## config.mk

```make
export PLATFORM = sky130hd
export DESIGN_NAME = sm_to_twos_serial
export DESIGN_NICKNAME = d
export VERILOG_FILES = /design/src/rtl/sm_to_twos_serial_pkg.sv /design/src/rtl/sm_to_twos_serial_adder.sv /design/src/rtl/sm_to_twos_serial.sv
export SDC_FILE = /design/constraint.sdc
export NUM_CORES = 1
export LEC_CHECK = 0
export ABC_AREA = 1
export CAP_MARGIN = 40
export CORE_UTILIZATION = 32
export DETAILED_ROUTE_END_ITERATION = 8
export SYNTH_ARGS = -nofsm -noshare
export SYNTH_HDL_FRONTEND = slang
export SYNTH_SLANG_ARGS = --single-unit
```

## constraint.sdc

```tcl
create_clock -name clk -period 3.3 [get_ports clk]
set_input_delay 0.825 -clock clk [delete_from_list [all_inputs] [get_ports clk]]
set_output_delay 0.825 -clock clk [all_outputs]
set_load 0.01 [all_outputs]
```

## src/rtl/sm_to_twos_serial_pkg.sv

```systemverilog
// Shared constants for the sign-magnitude / two's complement serial converters:
// FSM state encoding and the default word width.
package sm_to_twos_serial_pkg;

    localparam int SM2TC_WIDTH_DEFAULT = 8;

    typedef enum logic [1:0] {
        ST_IDLE = 2'd0,
        ST_CONV = 2'd1,
        ST_DONE = 2'd2
    } sm2tc_state_t;

    // Bits needed to count bit positions 0..width-2 of a word.
    function automatic int sm2tc_idx_width(input int width);
        return (width > 2) ? $clog2(width - 1) : 1;
    endfunction

endpackage

```

## src/rtl/sm_to_twos_serial_adder.sv

```systemverilog
// One-bit full adder used as the serial bit slice of the converter datapath.
module adder (
    input  logic a,
    input  logic b,
    input  logic c_in,
    output logic s,
    output logic c_out
);

    assign s     = a ^ b ^ c_in;
    assign c_out = (a & b) | (c_in & (a ^ b));

endmodule

```

## src/rtl/sm_to_twos_serial.sv

```systemverilog
// Bit-serial sign-magnitude to two's complement converter, one magnitude bit per clock.
// Optional macro SM2TC_NEGZERO_FLAG_EN adds the registered neg_zero output.
module sm_to_twos_serial
    import sm_to_twos_serial_pkg::*;
#(
    parameter int WIDTH = SM2TC_WIDTH_DEFAULT
) (
    input  logic             clk,
    input  logic             reset,
    input  logic [WIDTH-1:0] in_sm,
    input  logic             in_valid,
    output logic             in_ready,
    output logic [WIDTH-1:0] out_tc,
    output logic             out_valid,
`ifdef SM2TC_NEGZERO_FLAG_EN
    output logic             neg_zero,
`endif
    input  logic             out_ready
);

    localparam int IDX_W = sm2tc_idx_width(WIDTH);

    sm2tc_state_t     state_r;
    logic [WIDTH-1:0] operand_r;
    logic [WIDTH-1:0] out_tc_r;
    logic [IDX_W-1:0] idx_r;
    logic             carry_r;
    logic             in_ready_r;
    logic             out_valid_r;

    logic             sign_s;
    logic             t_s;
    logic             sum_s;
    logic             cout_s;
    logic             last_bit_s;
    logic             accept_s;

`ifdef SM2TC_NEGZERO_FLAG_EN
    logic             neg_zero_r;
`endif

    assign sign_s     = operand_r[WIDTH-1];
    assign t_s        = operand_r[idx_r] ^ sign_s;
    assign last_bit_s = (idx_r == IDX_W'(WIDTH - 2));
    assign accept_s   = in_valid & in_ready_r;

    // Serial bit slice: the incoming sign acts as the +1 of the negation.
    adder u_adder (
        .a     (t_s),
        .b     (1'b0),
        .c_in  (carry_r),
        .s     (sum_s),
        .c_out (cout_s)
    );

    // Control FSM and datapath registers; all outputs come straight from flops.
    always_ff @(posedge clk) begin
        if (reset) begin
            state_r     <= ST_IDLE;
            operand_r   <= {WIDTH{1'b0}};
            out_tc_r    <= {WIDTH{1'b0}};
            idx_r       <= {IDX_W{1'b0}};
            carry_r     <= 1'b0;
            in_ready_r  <= 1'b1;
            out_valid_r <= 1'b0;
`ifdef SM2TC_NEGZERO_FLAG_EN
            neg_zero_r  <= 1'b0;
`endif
        end else begin
            case (state_r)
                ST_IDLE: begin
                    if (accept_s) begin
                        operand_r  <= in_sm;
                        carry_r    <= in_sm[WIDTH-1];
                        idx_r      <= {IDX_W{1'b0}};
                        in_ready_r <= 1'b0;
                        state_r    <= ST_CONV;
`ifdef SM2TC_NEGZERO_FLAG_EN
                        neg_zero_r <= in_sm[WIDTH-1] &
                                      (in_sm[WIDTH-2:0] == {(WIDTH-1){1'b0}});
`endif
                    end else begin
                        state_r <= ST_IDLE;
                    end
                end
                ST_CONV: begin
                    out_tc_r[idx_r] <= sum_s;
                    carry_r         <= cout_s;
                    idx_r           <= idx_r + IDX_W'(1'b1);
                    // The final carry cancels the sign for negative zero.
                    if (last_bit_s) begin
                        out_tc_r[WIDTH-1] <= sign_s ^ cout_s;
                        out_valid_r       <= 1'b1;
                        state_r           <= ST_DONE;
                    end else begin
                        state_r <= ST_CONV;
                    end
                end
                ST_DONE: begin
                    if (out_ready) begin
                        out_valid_r <= 1'b0;
                        in_ready_r  <= 1'b1;
                        state_r     <= ST_IDLE;
`ifdef SM2TC_NEGZERO_FLAG_EN
                        neg_zero_r  <= 1'b0;
`endif
                    end else begin
                        state_r <= ST_DONE;
                    end
                end
                default: begin
                    state_r     <= ST_IDLE;
                    in_ready_r  <= 1'b1;
                    out_valid_r <= 1'b0;
                end
            endcase
        end
    end

    assign in_ready  = in_ready_r;
    assign out_valid = out_valid_r;
    assign out_tc    = out_tc_r;
`ifdef SM2TC_NEGZERO_FLAG_EN
    assign neg_zero  = neg_zero_r;
`endif

endmodule

```

# == Word-level counts from Yosys, hierarchy flattened ==
# Cells that the tools add are included.
# totals
regBits,24
input_bits,12
out_inout_bits,10
elab_cells,50
# classes
n_addsub,1
n_lt_le_gt_ge,2
n_eq_ne,6
muxes,20
n_bitwise,7
n_reduce_logical,7
# ops
operator,count
$mux 1,9
$bwmux 8,1
$ne 2x2->1 const B,3
$pmux 1 s3,2
$pmux 2 s3,1
$pmux 3 s2,1
$reduce_and 3->1,2
$lt 3x4->1 const B,1
$mux 2,2
$reduce_and 2->1,2
$add 3x1->3 const B,1
$bmux 1 s3,1
$demux 1 s3,1
$eq 3x3->1 const B,1
$ge 3x1->1 const B,1
$mux 3,1
$xor 1x1->1,3
$and 1x1->1,2
$eq 2x1->1 const B,1
$eq 2x2->1 const B,1
$logic_not 2->1,1
$not 1->1,2
$pmux 1 s2,1
$reduce_bool 2->1,1
$logic_and 1x1->1,1

# == Depth between registers and ports, before layout ==
# depth
depth_word,6
depth_mapped,11
mapped_depth_nobuf,10

# == By module ==
# A second synthesis with hierarchy kept.
# hier_totals
hier_cells,170
area_unflattened_um2,1171.1
# modules_own_cells
module,n_inst,cells_each,area_each_um2,seq_area_each_um2
sm_to_twos_serial,1,169,1151.1,480.5
adder,1,1,20.0,0.0

# == Least setup slack after synthesis ==
# No wires, ideal clock.
# synth_path
path_type,register to register
startpoint,register idx_r[0]
endpoint,"register out_tc_r[7], in the netlist out_tc[7]"
setup_time_ps,119
arrival_time_ps,1626
t_required_ps,3181
setup_slack_ps,1554
path_stages_with_launch,12
path_buffers,1
synth_period_minus_slack_ps,1746
cell_sequence,dfxtp_1 inv_4 nand2_1 nand2_1 nand2_1 nand2_1 nor2_2 xnor2_1 ha_1 clkbuf_1 o21ai_0 a21oi_1
# synth_between
elab_chain_len,6
elab_cells_between_ends,14
cone_classes,2 x order compare; 1 x eq/ne; 6 x mux; 4 x bitwise; 1 x reduce/logical
# synth_lines
element,line,source
"start, declared",sm_to_twos_serial.sv:26,logic [IDX_W-1:0] idx_r;
"start signal, assigned",sm_to_twos_serial.sv:62,idx_r <= {IDX_W{1'b0}};
"start signal, assigned",sm_to_twos_serial.sv:75,idx_r <= {IDX_W{1'b0}};
"start signal, assigned",sm_to_twos_serial.sv:89,idx_r <= idx_r + IDX_W'(1'b1);
$bmux 1 s3,sm_to_twos_serial.sv:43,assign t_s = operand_r[idx_r] ^ sign_s;
$mux 1 (implied by the code),sm_to_twos_serial.sv:43,
$xor 1x1->1,sm_to_twos_serial.sv:43,
$xor 1x1->1,sm_to_twos_serial_adder.sv:10,assign s = a ^ b ^ c_in;
via sum_s,sm_to_twos_serial.sv:33,logic sum_s;
$bwmux 8,sm_to_twos_serial.sv:87,out_tc_r[idx_r] <= sum_s;
$mux 1,sm_to_twos_serial.sv:91,if (last_bit_s) begin
"end signal, assigned",sm_to_twos_serial.sv:61,out_tc_r <= {WIDTH{1'b0}};
"end signal, assigned by index",sm_to_twos_serial.sv:87,
"end signal, assigned by index",sm_to_twos_serial.sv:92,out_tc_r[WIDTH-1] <= sign_s ^ cout_s;
"end, declared",sm_to_twos_serial.sv:25,logic [WIDTH-1:0] out_tc_r;
# The timed path passes the listed nets, and every way through them passes these cells. The select of a mux whose other input is x is not followed.
# A chain may end at the register's enable or synchronous reset.

# == Final worst setup path ==
# layout_path
startpoint,"register in_ready_r, in the netlist in_ready"
endpoint,output in_ready
# layout_rtl
element,line,source
"start, declared",sm_to_twos_serial.sv:28,logic in_ready_r;
"start signal, assigned",sm_to_twos_serial.sv:64,in_ready_r <= 1'b1;
"start signal, assigned",sm_to_twos_serial.sv:76,in_ready_r <= 1'b0;
"start signal, assigned",sm_to_twos_serial.sv:102,in_ready_r <= 1'b1;
"end, declared",sm_to_twos_serial.sv:12,"output logic in_ready,"
# No word-level cell between the ends.

==> flow_summary_export.csv <==
group,metric,value,unit
clock_tree,cts_tree,"built",
cells_and_area,fin_nets,191,
power_and_ir_drop,powerDensity,445.9,mW/mm^2
synthesis,synthesis.nets,169,
setup_path,path_buf_inv,1,
sta,period_share,62.98,%
sta,rsz0062_at_grt,"false",
placement,port_buffers,21,
setup_path,critPathMaxFanout,3,
placement,gp_congestion,0.7693,
sta,setup_violations,0,
power_and_ir_drop,internal_power,468.0,uW
synthesis,ys_seq_elements,24,
die,dieArea,0.003716,mm^2
setup_path,crit_family,"buffers and inverters",
route,dr_total_vias,1039,
clock_tree,worstSkewPairLatency,0.33,ns
power_and_ir_drop,switching_power,163.0,uW
setup_path,end_kind,"output pin",
route,routedWlPerCell,10.85,um
sta,maxSlewHeadroom,69.35,%
synthesis,synth_area_leaders,"dfxtp_1, nand2_1, a21oi_1",
setup_path,cpPeakStageDelay,0.55,ns
global_route,antenna_found_initial,0,
clock_tree,cts_resized,0,
synthesis,synth_cells,154,
global_route,grt_max_degree,16,
sta,worst_slew_pin_slew,0.4583,ns
placement,placed_cells,217,
synthesis,yosysTopAreaCell,"dfxtp_1",
die,initial_utilization,33.33,%
cells_and_area,fillers,366,
route,drtIter0Drc,30,
placement,place_hpwl,1813,um
sta,hold_viol,0,
global_route,grt_pass1_wl,4015,um
cells_and_area,antenna_cells,0,
die,core,0.003337,mm^2
power_and_ir_drop,seqPwrFrac,50.0,%
synthesis,synth_area_per_cell,7.223,um^2
synthesis,syn_area,0.001112,mm^2
power_and_ir_drop,pwr-share-clk,34.5,%
synthesis,synthArstFlopShare,0,%
route,drc,0,
setup_path,startpoint_type,"register",
power_and_ir_drop,p_sw_share,25.83,%
clock_tree,clock-sinks,24,
route,firstDrtPassIters,4,
sta,fmax,481.1,MHz
cells_and_area,fin_cells,221,
sta,min_period,2.078,ns
setup_path,crit_slowest_cell,"clkdlybuf4s50_1",
global_route,grt_util_all_layers,14.73,%
synthesis,synth_ff_type,"dfxtp_1",
route,drt-total-wl,2397,um
clock_tree,cts_inserted_buffers,3,
clock_tree,root_buffer,"clkbuf_4",
status,outcome,"finished, final reports clean",
clock_tree,post_cts_buffers,0,
route,detail-route-antenna-nets,0,
die,rows,21,
setup_path,crit_chain,"clkdlybuf4s50_1",
sta,fin_skew,0.01085,ns
cells_and_area,drive_above_1_share,9.143,%
clock_tree,clkSlewWorstSetupHoldPaths,0.13,ns
flow_run,max-cap-violations,0,
synthesis,ys_warn_count,0,
cells_and_area,fin_area,0.001415,mm^2
cells_and_area,area_growth,27.22,%
route,viasPerCell,4.701,
die,ios,22,
cells_and_area,final-seq-area,480.5,um^2
power_and_ir_drop,peakVddDrop,138.4,uV
setup_path,critPathKind,"reg -> out",
synthesis,synth.top_cell.area_share,43.19,%
synthesis,synth_common_cells,"nand2_1, dfxtp_1, a21oi_1",
clock_tree,ctsHoldBuffers,0,
setup_path,required,2.47,ns
synthesis,synth_cell_types,21,
worst_hold_path,hold_class,"reg -> reg",
clock_tree,htreeDepth,1,
synthesis,yosysSeqAreaShare,43.19,%
sta,finalSetupTns,0,ns
clock_tree,cts.path.max_buffers,2,
power_and_ir_drop,combinationalPowerShare,15.5,%
power_and_ir_drop,power.leakage,0.5260,nW
global_route,grt_pass1_vias,950,
cells_and_area,multiInputGateArea,559.3,um^2
synthesis,yosysMostFrequentCell,"nand2_1",
die,die_x,60.96,um
setup_path,worstPathArrival,1.25,ns
placement,place_area,0.001363,mm^2
sta,drv_slew,0,
synthesis,synth_edf_count,0,
die,die_h,60.96,um
global_route,grt-ovfl-total,0,
==> power groups by stage <==
stage                     Sequential [mW]  Clock (mW)  Combinational (mW)
after detailed placement            0.322           0              0.0977
after global routing                0.318       0.228               0.112
after CTS                           0.316       0.218              0.0982
after global placement              0.322           0              0.0955
final                               0.316       0.218              0.0975
after floorplan                     0.321           0              0.0650
==> cell usage in the layout (no fill, tap or decap) <==
cell type,count
a21oi_1,19
nor2_4,4
a31oi_1,1
inv_2,4
ha_1,3
o21ai_0,9
clkinv_1,1
dfxtp_1,24
inv_1,8
nor2_1,11
or2_0,1
o21ai_1,2
nor2_2,2
nand3_1,14
nand2_1,43
nand4_2,1
inv_4,1
o211ai_1,1
clkbuf_4,3
xnor2_1,1
clkdlybuf4s50_1,21
bufinv_16,1
==> worst paths after layout <==
| check | depth (start not counted) | slack [ns] | from | to |
|---|---|---|---|---|
| worst max-delay path | 1 | 1.22 | in_ready | in_ready |
| worst min-delay path | 2 | 0.47 | operand_r[0] | operand_r[0] |
| worst max register to register | 8 | 1.37 | idx_r[1] | out_tc[7] |
| worst min register to register | 2 | 0.47 | operand_r[0] | operand_r[0] |
==> metrics by stage <==
stage	utilization [%]	worst slack [ns]	hold WS (ns)	power, mW
after floorplan	-	1.554	0.4287	0.3860
after global placement	40.83	1.106	0.4486	0.4172
after detailed placement	40.83	1.067	0.4504	0.4200
after CTS	42.41	1.209	0.4694	0.6325
after global routing	42.41	1.165	0.4921	0.6574
final	42.41	1.222	0.4658	0.6310
==> state kept, by name (all words and copies together) (netlist names) <==
signal	cells
carry_r	1
out_valid	1
idx_r	3
state_r	2
in_ready	1
out_tc	8
operand_r	8
==> per-layer routing <==
| layer | wire, um | part of all wire, % | vias to the layer above | track usage, % |
|---|---|---|---|---|
| met3 | 41 | 1.7 | 3 | 1.279 |
| li1 | - | - | 545 | - |
| met4 | 21 | 0.88 | 0 | 6.818 |
| met2 | 1216 | 51 | 17 | 25.43 |
| met5 | 0 | 0 | - | 0 |
| met1 | 1117 | 47 | 474 | 18.57 |
==> cell families (layout without fill, tap and decap cells) <==
group,after synthesis,count (layout),synth area share (%)
buffers and inverters,18,39,6.524
AOI/OAI and AO/OA,32,32,14.74
and+or+nand+nor,76,76,31.38
DFF,24,24,43.19
adders and majority gates,3,3,3.375
xor gates and xnor gates,1,1,0.7875
==> cell type report <==
class,count,share of cell area (%)
multi-input combinational,112,39.52
sequential,24,33.95
timing repair buffer,21,14.85
tap,46,4.067
inverter,14,3.890
clock inverter,1,2.122
clock buffer,3,1.592
No activity file was read; power rests on OpenSTA's default activity.
